==> config.mk <==
export PLATFORM = sky130hd
export DESIGN_NAME = ccd_readout_sequencer
export DESIGN_NICKNAME = d
export VERILOG_FILES = /design/src/rtl/ccd_seq_pkg.sv /design/src/rtl/seq_wait_timer.sv /design/src/rtl/ccd_readout_sequencer.sv
export SDC_FILE = /design/constraint.sdc
export NUM_CORES = 1
export LEC_CHECK = 0
export BUFFER_PORTS_ARGS = -buffer_cell sky130_fd_sc_hd__buf_4
export CORE_MARGIN = 2
export CORE_UTILIZATION = 51
export CTS_CLUSTER_DIAMETER = 120
export DETAILED_ROUTE_END_ITERATION = 6
export PLACE_DENSITY = 0.71
export REMOVE_ABC_BUFFERS = 1
export SYNTH_ARGS = -nofsm -noshare
export SYNTH_HDL_FRONTEND = slang
export SYNTH_SLANG_ARGS = --single-unit
==> constraint.sdc <==
create_clock -name clk_in -period 3.81 [get_ports clk_in]
set_clock_uncertainty 0.15 [all_clocks]
set_input_delay 0.1905 -clock clk_in [delete_from_list [all_inputs] [get_ports clk_in]]
set_output_delay 0.1905 -clock clk_in [all_outputs]
set_load 0.05 [all_outputs]
==> src/rtl/ccd_seq_pkg.sv <==
// rtl/ccd_seq_pkg.sv - shared types and constants for the CCD readout sequencer
package ccd_seq_pkg;

  localparam int TMR_W         = 16;
  localparam int ROW_W_DEFAULT = 12;
  localparam int COL_W_DEFAULT = 12;

  typedef enum logic [3:0] {
    IDLE,
    PAR_REQ,
    PAR_WAIT,
    SETTLE,
    SER_REQ,
    SER_WAIT,
    SAMPLE,
    ROW_END,
    DONE
  } seq_state_t;

endpackage

==> src/rtl/seq_wait_timer.sv <==
// rtl/seq_wait_timer.sv - loadable down-counter shared by settle delay and handshake timeout
import ccd_seq_pkg::*;

module seq_wait_timer (
  input  logic             clk_in,
  input  logic             rst_n,
  input  logic             clear,
  input  logic             load,
  input  logic [TMR_W-1:0] load_val,
  input  logic             en,
  output logic             expired
);

  logic [TMR_W-1:0] count;

  always_ff @(posedge clk_in) begin
    if (!rst_n || clear) begin
      count <= '0;
    end else if (load) begin
      count <= load_val;
    end else if (en && count != '0) begin
      count <= count - TMR_W'(1);
    end
  end

  assign expired = (count == '0);

endmodule

==> src/rtl/ccd_readout_sequencer.sv <==
// rtl/ccd_readout_sequencer.sv - row/column scheduler for the parallel and serial CCD clock generators
import ccd_seq_pkg::*;

module ccd_readout_sequencer #(
  parameter int ROW_W          = ROW_W_DEFAULT,
  parameter int COL_W          = COL_W_DEFAULT,
  parameter int SETTLE_CYCLES  = 4,
  parameter int TIMEOUT_CYCLES = 255
) (
  input  logic             clk_in,
  input  logic             rst_n,
  input  logic             start,
  input  logic             abort,
  input  logic [ROW_W-1:0] num_rows,
  input  logic [COL_W-1:0] num_cols,
  output logic             par_start,
  input  logic             par_done,
  output logic             ser_start,
  input  logic             ser_done,
  output logic             adc_sample,
  output logic             busy,
  output logic             frame_done,
  output logic             error,
  output logic [ROW_W-1:0] row_idx,
  output logic [COL_W-1:0] col_idx
);

  seq_state_t       state;
  logic [ROW_W-1:0] rows_q;
  logic [COL_W-1:0] cols_q;
  logic             abort_act;
  logic             tmr_load;
  logic [TMR_W-1:0] tmr_load_val;
  logic             tmr_en;
  logic             tmr_expired;

  assign abort_act = abort && (state != IDLE);

  // Timeout is armed in each REQ state; the settle delay is armed by the accepted par_done.
  always_comb begin
    tmr_load     = 1'b0;
    tmr_load_val = TMR_W'(TIMEOUT_CYCLES);
    tmr_en       = 1'b0;
    case (state)
      PAR_REQ, SER_REQ: tmr_load = 1'b1;
      PAR_WAIT: begin
        tmr_en = 1'b1;
        if (par_done) begin
          tmr_load     = 1'b1;
          tmr_load_val = TMR_W'(SETTLE_CYCLES - 1);
        end
      end
      SER_WAIT, SETTLE: tmr_en = 1'b1;
      default: ;
    endcase
  end

  seq_wait_timer u_timer (
    .clk_in   (clk_in),
    .rst_n    (rst_n),
    .clear    (abort_act),
    .load     (tmr_load),
    .load_val (tmr_load_val),
    .en       (tmr_en),
    .expired  (tmr_expired)
  );

  always_ff @(posedge clk_in) begin
    if (!rst_n) begin
      state      <= IDLE;
      rows_q     <= '0;
      cols_q     <= '0;
      par_start  <= 1'b0;
      ser_start  <= 1'b0;
      adc_sample <= 1'b0;
      busy       <= 1'b0;
      frame_done <= 1'b0;
      error      <= 1'b0;
      row_idx    <= '0;
      col_idx    <= '0;
    end else begin
      par_start  <= 1'b0;
      ser_start  <= 1'b0;
      adc_sample <= 1'b0;
      frame_done <= 1'b0;
      if (abort_act) begin
        state <= IDLE;
        busy  <= 1'b0;
      end else begin
        case (state)
          IDLE: if (start) begin
            rows_q  <= num_rows;
            cols_q  <= num_cols;
            error   <= 1'b0;
            row_idx <= '0;
            col_idx <= '0;
            busy    <= 1'b1;
            if (num_rows == '0 || num_cols == '0) begin
              state      <= DONE;
              frame_done <= 1'b1;
            end else begin
              state     <= PAR_REQ;
              par_start <= 1'b1;
            end
          end
          PAR_REQ: state <= PAR_WAIT;
          PAR_WAIT: begin
            if (par_done) begin
              state <= SETTLE;
            end else if (tmr_expired) begin
              error <= 1'b1;
              busy  <= 1'b0;
              state <= IDLE;
            end
          end
          SETTLE: if (tmr_expired) begin
            state     <= SER_REQ;
            ser_start <= 1'b1;
          end
          SER_REQ: state <= SER_WAIT;
          SER_WAIT: begin
            if (ser_done) begin
              state      <= SAMPLE;
              adc_sample <= 1'b1;
            end else if (tmr_expired) begin
              error <= 1'b1;
              busy  <= 1'b0;
              state <= IDLE;
            end
          end
          SAMPLE: begin
            if (col_idx == cols_q - COL_W'(1)) begin
              state <= ROW_END;
            end else begin
              col_idx   <= col_idx + COL_W'(1);
              state     <= SER_REQ;
              ser_start <= 1'b1;
            end
          end
          ROW_END: begin
            col_idx <= '0;
            if (row_idx == rows_q - ROW_W'(1)) begin
              state      <= DONE;
              frame_done <= 1'b1;
            end else begin
              row_idx   <= row_idx + ROW_W'(1);
              state     <= PAR_REQ;
              par_start <= 1'b1;
            end
          end
          DONE: begin
            state <= IDLE;
            busy  <= 1'b0;
          end
          default: begin
            state <= IDLE;
            busy  <= 1'b0;
          end
        endcase
      end
    end
  end

endmodule

==> results of run 1 <==
[final cells by class]
cell class / count / share of cell area
clock inverters: 7 / 0.02242
well taps: 105 / 0.02531
inverters: 23 / 0.01663
repair buffers: 87 / 0.1379
clock buffers: 9 / 0.02387
multi-input cells: 419 / 0.4884
flip-flops and latches: 74 / 0.2854
[power by group through the flow]
stage | sequential, mW | clock [mW] | combinational (mW)
6_report | 1.06 | 0.744 | 1.36
5_1_grt | 1.08 | 0.794 | 1.52
4_1_cts | 1.05 | 0.757 | 1.36
3_5_place_dp | 1.07 | 0 | 1.32
3_3_place_gp | 1.06 | 0 | 1.30
2_1_floorplan | 1.10 | 0 | 0.941
[worst max path at each step]
stage | to | from | depth (start not counted) | slack [ns]
final | col_idx[0] | cols_q[0] | 10 | 0.43
after global routing | col_idx[7] | cols_q[0] | 10 | 0.07
after CTS | col_idx[4] | cols_q[0] | 10 | 0.43
after detailed placement | col_idx[4] | cols_q[0] | 10 | 0.48
after global placement | col_idx[0] | cols_q[0] | 10 | 0.63
after floorplan | col_idx[0] | cols_q[0] | 10 | 0.93
[worst max-delay path, delay by kind of cell (launching register included)]
kind                       cells  cell delay, ns
and+or+nand+nor                4            1.37
AOI/OAI and AO/OA              3            0.84
DFF                            1            0.35
adders and majority gates      1            0.31
xor gates and xnor gates       1            0.17
buffers and inverters          1            0.08
[state kept, by name, indices dropped and copies added, names as in the netlist]
signal and flops:
frame_done 1, ser_start 1, par_start 1, error 1
u_timer.count 16, col_idx 12, busy 1, adc_sample 1
state 4, cols_q 12, row_idx 12, rows_q 12
[per-layer routing]
layer | vias up | GRT usage | wire, um
li1 | 2071 | - | -
met1 | 1917 | 0.3181 | 4878
met2 | 126 | 0.4326 | 5346
met3 | 26 | 0.04150 | 518
met4 | 0 | 0.1232 | 312
met5 | - | 0 | 0
[cells in the final DEF, fill, tap and decap left out, types with 17 or more instances in the layout]
| cell type | instances |
|---|---|
| inv_1 | 23 |
| a21oi_1 | 35 |
| dfxtp_1 | 74 |
| buf_4 | 62 |
| xnor2_1 | 30 |
| nand2_1 | 78 |
| a21boi_0 | 24 |
| dlygate4sd3_1 | 25 |
| xor2_1 | 17 |
| nor2_1 | 48 |
[repair_timing]
| action | 4_1_cts | 5_1_grt |
|---|---|---|
| endpoints found under the hold margin | 25 | 0 |
| hold buffers | 25 | 0 |
| gates resized for setup | 0 | 0 |
[stage by stage]
step                cell area (sq um)  worst slack (ns)
floorplan                        4103            0.9278
global placement                 4700            0.6316
detailed placement               4700            0.4763
CTS                              5190            0.4350
global route                     5190           0.06527
finish                           5190            0.4267
[logic make-up (layout without fill, tap and decap cells)]
family                     Yosys count  after routing  share of synthesized area
buffers and inverters               46            126                    0.04208
adders and majority gates            5              5                    0.01492
muxes                                1              1                   0.002387
and+or+nand+nor                    236            236                     0.2838
DFF                                 74             74                     0.3533
AOI/OAI and AO/OA                  130            130                     0.2053
xor gates and xnor gates            47             47                    0.09818
==> summary.md, run 1 <==
| Metric | Value |
|---|---|
| # diodes | `0` |
| Layout Nets | `649` |
| Crit-path max cell delay | `0.51 ns` |
| Syn Area/Cell | `7.779 sq um` |
| RePlAce Congestion | `0.9045` |
| I/O pins | `60` |
| Final Max Tran Viols | `0` |
| Pre-Repair DR Iteration Count | `5` |
| Static leakage | `1.997 nW` |
| Post-synth ARST share | `0` |
| Share of the synthesized area in the top cell type | `0.3533` |
| Filler cells | `705` |
| Post-synth top cells | `nand2_1, dfxtp_1, nor2_1` |
| # setup viols final | `0` |
| Clock root buffer | `clkbuf_8` |
| Clock transition at path regs | `0.08 ns` |
| GRT overflow | `0` |
| Maximum VDD drop | `0.2835 mV` |
| Final-report hold violation count | `0` |
| Vias in the first global route | `3905` |
| Post-route ant nets | `0` |
| Rel. slew slack | `0.3830` |
| Post-CTS setup repair buffer count | `0` |
| Layout area overhead | `23.78%` |
| Initial Util | `0.5181` |
| Antenna violations before repair | `0` |
| CTS tree | `yes` |
| Final cell count without fillers | `724` |
| Max-Cap Viols | `0` |
| Worst r2r path cells | `10` |
| Combinational Power Share | `0.431` |
| Hold Slack | `0.06558 ns` |
| Gr usage total | `0.2566` |
| Fin crit share | `0.8880` |
| Setup TNS | `0 ns` |
| CP max stage cell | `or3b_2` |
| Hold Path Stages | `3` |
| Die ar. | `0.008962 sq mm` |
| Clock share of power | `0.235` |
| H-tree levels | `3` |
| Clock Path Buffers | `2` |
| Power, Total | `3.161 mW` |
| Crit path kind | `flip-flop to flip-flop` |
| Worst path cell trace | `inv_1 -> ha_1 -> or3b_2 -> a2111oi_0 -> o21ai_0 -> a221oi_1 -> nand4_1 -> nand2_1 -> xor2_1 -> nor2_1` |
| Clk sinks | `74` |
| Hold Crit Class | `input port to flip-flop` |
| Synthesized area | `0.004193 sq mm` |
| Fmax | `295.6 MHz` |
| Post-layout util | `0.6413` |
| Register area share after synthesis | `0.3533` |
| Total routed wirelength | `11060 um` |
| Pwr per Cell Area | `609.0 mW/mm^2` |
| Row cnt | `33` |
| Psw | `1.289 mW` |
| Placed cells | `683` |
| Via density | `5.718` |
| Post-synth EDFFs | `0` |
| Die W | `94.67 um` |
| Post-Synthesis Cells | `539` |
| Post-synthesis sequential element count | `74` |
| Worst EP arrival | `3.46 ns` |
| Hold Path End | `state[0]` |
| Max FO, Critical Path | `12` |
| RSZ-0062 raised after global routing | `no` |
| Initial DRC Count | `216` |
| TritonCTS buffer count | `9` |
| Int Pwr | `1.872 mW` |
| Slew @ Worst Pin | `0.9255 ns` |
| DRC | `0` |
| R2R Path End | `col_idx[0]` |
| Worst setup SP type | `flip-flop` |
| Core Area | `0.008093 sq mm` |
| RR Startpoint | `cols_q[0]` |
| Most frequent cell after synthesis | `nand2_1` |
| Post-synth cell types | `57` |
| Seq pwr share | `0.334` |
| Register area | `0.001481 sq mm` |
| Largest net degree at the start of global routing | `29` |
| Switching Fraction | `0.4077` |
| Worst setup EP type | `flip-flop` |
| CP Data Required Time | `3.89 ns` |
| First-pass GRT wire length | `18330 um` |
| Synth area leader | `dfxtp_1` |
| Worst Min Path Start | `start` |
| Wire per inst | `15.27 um` |
| Share of cells above drive strength 1 | `0.1405` |
| Input/output buffers | `59` |
| Ys flop type | `dfxtp_1` |
| Worst-Skew Late Latency | `0.34 ns` |
| Ranking of synthesized cells by area | `dfxtp_1, nand2_1, xnor2_1` |
| Vias | `4140` |
| Status | `completed` |
| Area of the multi-input gates | `0.002535 sq mm` |
| Reg2Reg Setup Slack | `0.43 ns` |
| Post-layout min period | `3.383 ns` |
| Synth warnings | `0` |
| Chip height | `94.67 um` |
| HPWL after DPL | `7655 um` |
No activity file was read; power rests on OpenSTA's default activity.
==> inputs of run 2 (changes only) <==
CORE_ASPECT_RATIO = 1.2   (was not set)
RECOVER_POWER = 100   (was not set)
==> run 2 against run 1 <==
  * Flip-flop and latch count unchanged
  * Register-to-register slack improved by 0.04 ns
  * Setup slack improved by 0.038 ns
  * Largest cell class unchanged
  * First-iteration DRC count decreased by 23%
  * Final cell count decreased by 1.5%
  * Utilization decreased by 1.6 points
  * Critical path depth unchanged
  * Maximum frequency increased by 1.1%
  * Wire length increased by 1.1%
  * Non-clock buffer count unchanged
  * Total power decreased by 2.4%
==> summary.md, run 2 (same netlist as run 1, synthesis figures left out) <==
| Metric | Value |
|---|---|
| I/O pins | `60 (unchanged)` |
| Row cnt | `36 (+9.1%)` |
| Commonest non-fill, non-tap cell in the layout | `nand2_1` |
| CTS tree | `yes` |
| Worst setup SP type | `flip-flop` |
| Crit path kind | `flip-flop to flip-flop` |
| Die ar. | `0.008966 sq mm (about the same)` |
| Vias | `4178 (+0.92%)` |
| Post-layout min period | `3.345 ns (-0.03835 ns)` |
| Area of the multi-input gates | `0.002531 sq mm (-0.15%)` |
| Layout Nets | `649 (unchanged)` |
| DRC | `0 (unchanged)` |
| Vias in the first global route | `3850 (-1.4%)` |
| Largest register by flop count | `u_timer.count` |
| Max-Cap Viols | `0 (unchanged)` |
| Rel. slew slack | `0.1277 (-0.2553)` |
| TritonCTS buffer count | `9 (unchanged)` |
| Worst setup EP type | `flip-flop` |
| Filler cells | `746 (+5.8%)` |
| RePlAce Congestion | `0.8501 (-6.0%)` |
| Initial DRC Count | `166 (-23%)` |
| Fmax | `299.0 MHz (+1.1%)` |
| Input/output buffers | `59 (unchanged)` |
| H-tree levels | `3 (unchanged)` |
| Final Max Tran Viols | `0 (unchanged)` |
| Pre-Repair DR Iteration Count | `4 (-1)` |
| # setup viols final | `0 (unchanged)` |
| Final-report hold violation count | `0 (unchanged)` |
| Via density | `5.860 (+2.5%)` |
| Worst EP arrival | `3.47 ns (about the same)` |
| Antenna violations before repair | `0 (unchanged)` |
| # diodes | `0 (unchanged)` |
| Pwr per Cell Area | `612.2 mW/mm^2 (+0.52%)` |
| Clock root buffer | `clkbuf_8` |
| Slew @ Worst Pin | `1.308 ns (+0.3822 ns)` |
| # resized after CTS | `0 (unchanged)` |
| Share of cells above drive strength 1 | `0.08576 (-0.05479)` |
| Largest net degree at the start of global routing | `29 (unchanged)` |
| Status | `completed` |
| Max FO, Critical Path | `12 (unchanged)` |
| Clock Path Buffers | `2 (unchanged)` |
| Maximum VDD drop | `0.3252 mV (+15%)` |
| Post-route ant nets | `0 (unchanged)` |
| First-pass GRT wire length | `18000 um (-1.8%)` |
| Chip height | `103.3 um (+9.1%)` |
| Layout area overhead | `20.20%` |
| Register area | `0.001481 sq mm (unchanged)` |
| Total routed wirelength | `11180 um (+1.1%)` |
| CP Data Required Time | `3.94 ns (+0.05 ns)` |
| Clock transition at path regs | `0.07 ns (about the same)` |
| Setup TNS | `0 ns (unchanged)` |
| GRT overflow | `0 (unchanged)` |
| Gr usage total | `0.2512 (-0.005439)` |
| RSZ-0062 raised after global routing | `no` |
| Hold Crit Class | `input port to flip-flop` |
| Core Area | `0.008063 sq mm (-0.37%)` |
| Post-layout util | `0.6251 (-0.01623)` |
| Wire per inst | `15.68 um (+2.7%)` |
| Initial Util | `0.5200 (+0.001930)` |
| Commonest non-fill, non-tap cells in the layout | `nand2_1, dfxtp_1, nor2_1` |
| Worst-Skew Late Latency | `0.35 ns (about the same)` |
| Clk sinks | `74 (unchanged)` |
| Static leakage | `1.858 nW (-7.0%)` |
| Post-CTS setup repair buffer count | `0 (unchanged)` |
| Die W | `86.77 um (-8.3%)` |
| Max reg flops | `16 (unchanged)` |
| Fin crit share | `0.8779 (-0.01007)` |
| HPWL after DPL | `7797 um (+1.9%)` |
## run 2: changes by cell type in the layout (fill, tap and decap cells not counted), sizes merged
cell	change
buf	-30
bufinv	-1
clkbuf	+34
clkinv	-2
clkinvlp	-1
inv	-1
## run 2: area by class of cell
type                    count  area share
flip-flops and latches     74      0.2939
clock buffers              13     0.03153
multi-input cells         419      0.5022
well taps                  95     0.02358
inverters                  23     0.01713
clock inverters             2     0.01192
repair buffers             87      0.1197
## run 2: worst max-delay path: stages, from the launching register on
cell and delay (ns):
dfxtp_1 0.35, inv_1 0.07, ha_1 0.28, or3b_2 0.51, a2111oi_0 0.36, o21ai_0 0.12, a221oi_1 0.30, nand4_1 0.49
nand2_1 0.34, o31ai_1 0.13, a21oi_1 0.15
## run 2: per-layer routing
layer  global-route usage  up-vias  wire length (um)
met1               0.3030     1996              4945
li1                     -     2073                 -
met3              0.03095       17               387
met2               0.4473       92              5625
met4               0.1130        0               222
met5                    0        -                 0
## run 2: per-stage QoR
| step | instance area [sq um] | setup WS, ns | power [mW] | hold slack (ns) | instances |
|---|---|---|---|---|---|
| final | 5040 | 0.4651 | 3.085 | 0.05227 | 713 |
| after global routing | 5040 | 0.2364 | 3.297 | 0.07775 | 713 |
| after CTS | 5156 | 0.4861 | 3.109 | 0.04438 | 713 |
| after detailed placement | 4687 | 0.5025 | 2.391 | 0.3199 | 673 |
| after global placement | 4687 | 0.6452 | 2.353 | 0.3133 | 673 |
| after floorplan | 4103 | 0.9278 | 2.036 | 0.1687 | 516 |
## run 2: worst paths after layout
check / start / endpoint / slack, ns / depth (start not counted)
max: cols_q[0] / col_idx[7] / 0.47 / 10
min: start / state[0] / 0.05 / 3
max reg2reg: cols_q[0] / col_idx[7] / 0.47 / 10
min reg2reg: cols_q[1] / cols_q[1] / 0.35 / 2
## run 2: repair_timing
item                       in CTS  in global routing
setup endpoints to repair       0                  0
hold endpoints to repair       25                  0
hold buffers                   25                  0
## run 2: where the power goes
part	switching (mW)	total, mW	internal [mW]
clock	0.291	0.693	0.402
sequential	0.164	1.06	0.891
combinational	0.811	1.34	0.525
total	1.27	3.09	1.82
